### config.mk
export PLATFORM = sky130hd
export DESIGN_NAME = csum_frame_arbiter
export DESIGN_NICKNAME = d
export VERILOG_FILES = /design/src/rtl/csum_frame_arbiter.sv
export SDC_FILE = /design/constraint.sdc
export NUM_CORES = 1
export LEC_CHECK = 0
export CORE_ASPECT_RATIO = 1.1
export CORE_MARGIN = 1
export CORE_UTILIZATION = 30
export DETAILED_ROUTE_END_ITERATION = 16
export GPL_ROUTABILITY_DRIVEN = 1
export PLACE_DENSITY_LB_ADDON = 0.25
export SLEW_MARGIN = 10
export SYNTH_ARGS = -nofsm -noshare
export SYNTH_HDL_FRONTEND = slang
export SYNTH_SLANG_ARGS = --single-unit
### constraint.sdc
create_clock -name clk -period 3.3 [get_ports clk]
set_input_delay 0.825 -clock clk [delete_from_list [all_inputs] [get_ports clk]]
set_output_delay 0.825 -clock clk [all_outputs]
set_load 0.005 [all_outputs]
### src/rtl/csum_frame_arbiter.sv
// Round-robin arbiter sharing one XOR-accumulate checksum engine between NUM_REQ streams.
// One frame per grant; each closed frame yields a result record behind a valid/ready handshake.
//
// state     | meaning
// ----------+--------------------------------------------------------------
// ST_IDLE   | no grant held; pick first valid requester at/after rr_ptr
// ST_BUSY   | granted requester streams beats into the accumulator
// ST_RESULT | result record presented, waiting for res_ready_i
module csum_frame_arbiter #(
    parameter int          NUM_REQ   = 4,
    parameter int          MAX_BEATS = 256,
    parameter logic [31:0] SEED      = 32'hFFFFFFFF,
    localparam int         SRC_W     = (NUM_REQ > 1) ? $clog2(NUM_REQ) : 1,
    localparam int         LEN_W     = $clog2(MAX_BEATS + 1)
) (
    input  logic                   clk,
    input  logic                   areset,
    input  logic [NUM_REQ-1:0]     req_valid_i,
    input  logic [32*NUM_REQ-1:0]  req_data_i,
    input  logic [NUM_REQ-1:0]     req_last_i,
    output logic [NUM_REQ-1:0]     req_ready_o,
    output logic                   res_valid_o,
    input  logic                   res_ready_i,
    output logic [31:0]            res_data_o,
    output logic [SRC_W-1:0]       res_src_o,
    output logic [LEN_W-1:0]       res_len_o,
    output logic                   res_err_o,
    output logic                   busy_o
);

    typedef enum logic [1:0] {
        ST_IDLE,
        ST_BUSY,
        ST_RESULT
    } state_t;

    state_t             state;
    state_t             state_nxt;
    logic [SRC_W-1:0]   grant;
    logic [SRC_W-1:0]   rr_ptr;
    logic [SRC_W-1:0]   arb_idx;
    logic [SRC_W-1:0]   grant_inc;
    logic               arb_found;
    logic [SRC_W:0]     arb_sum;
    logic [2*NUM_REQ-1:0] valid_dbl;
    logic [2*NUM_REQ-1:0] valid_rot;
    logic [31:0]        acc;
    logic [31:0]        beat_data;
    logic               beat_valid;
    logic               beat_last;
    logic               beat_acc;
    logic               hit_max;
    logic               frame_close;
    logic [LEN_W-1:0]   beat_cnt;
    logic [LEN_W-1:0]   beat_cnt_inc;

    // Rotate the request vector so that rr_ptr lands at bit 0, then take the first set bit.
    always_comb begin
        valid_dbl = {req_valid_i, req_valid_i};
        valid_rot = valid_dbl >> rr_ptr;
        arb_found = 1'b0;
        arb_idx   = '0;
        arb_sum   = '0;
        for (int i = 0; i < NUM_REQ; i++) begin
            if (!arb_found && valid_rot[i]) begin
                arb_found = 1'b1;
                arb_sum   = {1'b0, rr_ptr} + (SRC_W+1)'(i);
                if (arb_sum >= (SRC_W+1)'(NUM_REQ)) begin
                    arb_sum = arb_sum - (SRC_W+1)'(NUM_REQ);
                end
                arb_idx = arb_sum[SRC_W-1:0];
            end
        end
    end

    always_comb begin
        beat_data  = '0;
        beat_valid = 1'b0;
        beat_last  = 1'b0;
        for (int k = 0; k < NUM_REQ; k++) begin
            if (grant == SRC_W'(k)) begin
                beat_data  = req_data_i[32*k +: 32];
                beat_valid = req_valid_i[k];
                beat_last  = req_last_i[k];
            end
        end
    end

    always_comb begin
        req_ready_o = '0;
        if (state == ST_BUSY) begin
            for (int k = 0; k < NUM_REQ; k++) begin
                req_ready_o[k] = (grant == SRC_W'(k));
            end
        end
    end

    assign beat_acc     = (state == ST_BUSY) && beat_valid;
    assign beat_cnt_inc = beat_cnt + 1'b1;
    assign hit_max      = (beat_cnt_inc == LEN_W'(MAX_BEATS));
    assign frame_close  = beat_acc && (beat_last || hit_max);
    assign grant_inc    = (grant == SRC_W'(NUM_REQ - 1)) ? '0 : grant + 1'b1;

    assign res_valid_o = (state == ST_RESULT);
    assign busy_o      = (state != ST_IDLE);

    always_ff @(posedge clk or posedge areset) begin
        if (areset) begin
            state <= ST_IDLE;
        end else begin
            state <= state_nxt;
        end
    end

    always_comb begin
        state_nxt = state;
        case (state)
            ST_IDLE:   if (arb_found)   state_nxt = ST_BUSY;
            ST_BUSY:   if (frame_close) state_nxt = ST_RESULT;
            ST_RESULT: if (res_ready_i) state_nxt = ST_IDLE;
            default:                    state_nxt = ST_IDLE;
        endcase
    end

    always_ff @(posedge clk or posedge areset) begin
        if (areset) begin
            grant      <= '0;
            rr_ptr     <= '0;
            acc        <= SEED;
            beat_cnt   <= '0;
            res_data_o <= '0;
            res_src_o  <= '0;
            res_len_o  <= '0;
            res_err_o  <= 1'b0;
        end else begin
            if ((state == ST_IDLE) && arb_found) begin
                grant <= arb_idx;
            end
            if (beat_acc) begin
                if (frame_close) begin
                    res_data_o <= acc ^ beat_data;
                    res_len_o  <= beat_cnt_inc;
                    res_src_o  <= grant;
                    res_err_o  <= ~beat_last;
                    acc        <= SEED;
                    beat_cnt   <= '0;
                end else begin
                    acc      <= acc ^ beat_data;
                    beat_cnt <= beat_cnt_inc;
                end
            end
            if ((state == ST_RESULT) && res_ready_i) begin
                rr_ptr <= grant_inc;
            end
        end
    end

endmodule
# [After elaboration in Yosys (flattened, before gate mapping)]
# Cells that the tools add are included.
# Widths: inputs -> output; s select.
[word_totals] output_inout_bits=50 register_bits=91 word_cells=82
[op_classes] n_shift=1 eq_ne=9 reduce_logical=16 muxes=32 bitwise=2 addsub=9 order_cmp=4
[ops] op="$mux 32" count=5
[ops] op="$xor 32x32->32" count=1
[ops] op="$mux 2" count=12
[ops] op="$mux 1" count=12
[ops] op="$add 9x1->9 const B" count=1
[ops] op="$eq 9x9->1 const B" count=1
[ops] op="$ge 3x3->1 const B" count=3
[ops] op="$mux 9" count=1
[ops] op="$shr 8x2->4" count=1
[ops] op="$sub 2x1->2 const B" count=4
[ops] op="$logic_and 1x1->1" count=7
[ops] op="$add 2x2->3 const B" count=2
[ops] op="$eq 2x2->1 const B" count=3
[ops] op="$pmux 2 s3" count=1
[ops] op="$eq 2x1->1 const B" count=2
[ops] op="$logic_not 2->1" count=2
[ops] op="$mux 4" count=1
[ops] op="$ne 2x2->1 const B" count=2
[ops] op="$add 2x1->3 const B" count=1
[ops] op="$ge 2x3->1 const B" count=1
[ops] op="$logic_not 1->1" count=3
[ops] op="$reduce_and 3->1" count=1
[ops] op="$add 2x1->2 const B" count=1
[ops] op="$ne 2x1->1 const B" count=1
[ops] op="4 further kinds" count=4

# [Longest topological paths before layout]
[depth] depth_word=13 mapped_depth=11

# [Least setup slack after synthesis]
# No wires, ideal clock.
[synth_path] kind="flip-flop to flip-flop" from="register grant[1]" to="register res_len_o[1]" arrival_time_ps=2092 synth_period_minus_slack_ps=2217 t_required_ps=3175 setup_ps=125 path_stages_with_launch=12 path_slack_ps=1083 path_cell_list="dfrtp_1 > inv_1 > ha_1 > buf_4 > nor2b_1 > buf_6 > a221o_1 > a22oi_4 > a21oi_2 > buf_6 > buf_6 > mux2_4"
[synth_via] elab_chain_len=8
[synth_rtl] element="start: declaration" line_no="39" text="logic [SRC_W-1:0] grant;"
[synth_rtl] element="start signal: assignment" line_no="137" text="grant <= arb_idx;"
[synth_rtl] element="$logic_not 2->1" line_no="81" text="if (grant == SRC_W'(k)) begin"
[synth_rtl] element="$mux 1 (4 in a row)" line_no="81"
[synth_rtl] element="$logic_and 1x1->1 / $logic_or 1x1->1 (equally long branches)" line_no="98, 101"
[synth_rtl] element="$logic_and 1x1->1" line_no="101" text="assign frame_close = beat_acc && (beat_last || hit_max);"
[synth_rtl] element="$reduce_and 2->1 (no source line) (*)"
[synth_rtl] element="end signal: assignment" line_no="142" text="res_len_o <= beat_cnt_inc;"
[synth_rtl] element="end: declaration" line_no="26" text="output logic [LEN_W-1:0] res_len_o,"
# Every way passes the cells marked *; elsewhere a longest branch is shown, timed or not.
# A chain may end at the register's enable or synchronous reset.

# [Worst setup path in the final report]
[layout_path] from="register grant[0]" to="output req_ready_o[2]"
[layout_via] elab_chain_len=2
[layout_rtl] element="$eq 2x2->1" line_no="93" text="req_ready_o[k] = (grant == SRC_W'(k));"
[layout_rtl] element="$mux 4" line_no="91" text="if (state == ST_BUSY) begin"
[layout_rtl] element="end: declaration" line_no="21" text="output logic [NUM_REQ-1:0] req_ready_o,"
# Every way passes these cells.

==> metrics.yaml <==
synth_seq_cells: 91
ctsResizeCount: 0
outcome: "finished clean"
htreeDepth: 3
cts_hold_buf: 0
power_frac_comb_pct: 55.6
dpl.cell_count: 872
rows: 48
yosysSeqAreaShare_pct: 46.8
synth-edff-count: 0
clock-sinks: 91
hold_depth: 2
yosys.area_share.adder_pct: 1.26
cp_max_fo: 8
root_buffer: "clkbuf_16"
pwr_density_cell_nw_per_um2: 899
p_sw_mw: 2.64
fin_skew_ns: 0.00355
overflow: 0
gp_congestion: 0.838
mostFrequentLayoutCells: "clkdlybuf4s50_1, dfrtp_1, inv_1"
final_hold_viol_count: 0
clk_latency_ns: 0.34
layout_commonest_cell: "clkdlybuf4s50_1"
path_cells: "inv_1 > ha_1 > and2_1 > clkdlybuf4s50_1"
fin_util_pct: 46.0
syn_area_um2: 4950
syn_nets: 649
port_buffers: 188
antenna_left: 0
cp.arrival_ns: 1.89
grt_use_total_pct: 17.5
relSlewSlack_pct: 50.8
fill_cells: 1541
synth_ff_type: "dfrtp_1"
layout-drive-gt1-share_pct: 11.9
start_kind: "flip-flop"
grt_max_degree: 51
required_ns: 2.47
drcViolationCount: 0
critPathKind: "reg2out"
die_x_um: 124
worst_pin_slew_ns: 0.728
pwr-share-clk_pct: 14.0
period_minus_slack_ns: 2.72
p_int_mw: 3.94
cp_slowest_cell: "clkdlybuf4s50_1"
numCtsBuffers: 9
endpoint_kind: "output pin"
rsz0062_at_grt: "false"
dp_hpwl_um: 10500
drtPass1Iterations: 4
synth_area_per_cell_um2: 9.80
switching_share_pct: 40.1
synth-simple-area-share_pct: 7.79
pin_count: 189
coreArea_um2: 15900
drv_slew: 0
ys_warn_count: 0
wl_per_cell_um: 16.3
nets: 827
finalNonFillerCells: 889
cts_tree: "built"
synthMuxAreaShare_pct: 9.66
area_delta_synth_final_pct: 48.1
initial_core_util_pct: 31.1
routed_via_density: 4.98
async_flop_share_pct: 100
postRouteWirelength_um: 14500
setup_violations: 0
synthCells: 505
drtIter0Drc: 197
die_h_um: 137
grt_pass1_vias: 4723
cap_violations: 0
synth_top_family_by_area: "compound AO/OA/AOI/OAI gates"
sequentialPowerShare_pct: 30.4
synthXorXnorAreaFrac_pct: 6.73
max_stage_delay_ns: 0.49
ir_drop_v: 0.000387
yosysUniqueCellTypes: 44
hold_class: "reg2reg"
fin_crit_sh_pct: 82.4
antenna_found_initial: 1
final.setup.tns_ns: 0
max_freq_mhz: 368
path_clk_slew_ns: 0.06
clockBufferDepth: 2
ff2ff_path_depth: 8
dieArea_um2: 17000
post-cts-setup-buffer-count: 0
synth-compound-area-share_pct: 20.8
grt_pass1_wl_um: 23500
via_count: 4429
leakage_nw: 2.95
## final timing paths
kind | startpoint | to | slack, ns
max | grant[0] | req_ready_o[2] | 0.58
min | acc[30] | acc[30] | 0.51
max in group asynchronous | areset | acc[3] | 1.75
min reg2reg | acc[30] | acc[30] | 0.51
min in group asynchronous | areset | res_data_o[20] | 0.85
max reg2reg | grant[0] | res_len_o[7] | 0.93
## cell type report
| class | count | area [µm²] | share of cell area, % |
|---|---|---|---|
| Clock buffer | 9 | 225 | 3.07 |
| Sequential cell | 91 | 2320 | 31.6 |
| Inverter | 44 | 168 | 2.29 |
| Tap cell | 200 | 250 | 3.42 |
| Clock inverter | 7 | 35.0 | 0.478 |
| Multi-Input combinational cell | 334 | 2310 | 31.5 |
| Antenna cell | 1 | 2.50 | 0.0342 |
| Timing Repair Buffer | 203 | 2020 | 27.6 |
## metrics by stage
stage	area (µm²)	total power, mW	hold slack, ns	worst slack [ns]
after floorplan	4950	4.33	0.465	0.164
after global placement	7060	5.63	0.493	0.528
after detailed placement	7060	5.72	0.498	0.487
after CTS	7320	6.68	0.507	0.558
after global routing	7320	7.09	0.521	0.445
final	7330	6.58	0.506	0.581
## critical path: cells and delay by family, from the launching register on
family / cells / cell delay, ns
adders and majority gates: 1 / 0.32
buffers and inverters: 2 / 0.61
DFF: 1 / 0.45
and+or+nand+nor: 1 / 0.17
## logic make-up after synthesis
kind of cell / after synthesis
simple gates: 87
xor+xnor: 38
mux: 45
flops: 91
buf+inv: 80
fa+ha+maj: 5
compound gates: 159
## synth_stat cells (all sizes together) (5+ instances only)
cell     n  area (µm²)
a21oi   37         189
a22oi   33         262
a31oi   34         213
buf     11        83.8
clkbuf  25        93.8
dfrtp   59        1480
dfstp   32         841
ha       5        62.6
inv     44         165
mux2    10         128
mux2i   35         350
nand2   21        78.8
nand3    5        25.0
nor2    41         154
o21ai   11        55.1
o22ai   32         200
xnor2   36         315
## layer usage
| layer | up-vias | routed length [µm] | part of all wire, % | global-route usage (%) |
|---|---|---|---|---|
| met5 | - | 0 | 0 | 0 |
| met4 | 0 | 222 | 1.5 | 5.56 |
| met3 | 14 | 1150 | 7.9 | 5.75 |
| met2 | 157 | 7190 | 50 | 31.3 |
| met1 | 2102 | 5960 | 41 | 19.8 |
| li1 | 2156 | - | - | - |
## power groups by stage
| stage | Clock (mW) | Sequential [mW] | Combinational, mW |
|---|---|---|---|
| floorplan | 0 | 1.96 | 2.37 |
| global placement | 0 | 1.99 | 3.64 |
| detailed placement | 0 | 2.01 | 3.71 |
| CTS | 0.946 | 2.01 | 3.72 |
| global route | 0.995 | 2.07 | 4.03 |
| finish | 0.924 | 2.00 | 3.66 |
## state kept, by name, summed over array words and instances (netlist names)
signal	flops
acc	32
beat_cnt	9
grant	2
res_data_o	32
res_err_o	1
res_len_o	9
res_src_o	2
rr_ptr	2
state	2
No activity file was read; power rests on OpenSTA's default activity.
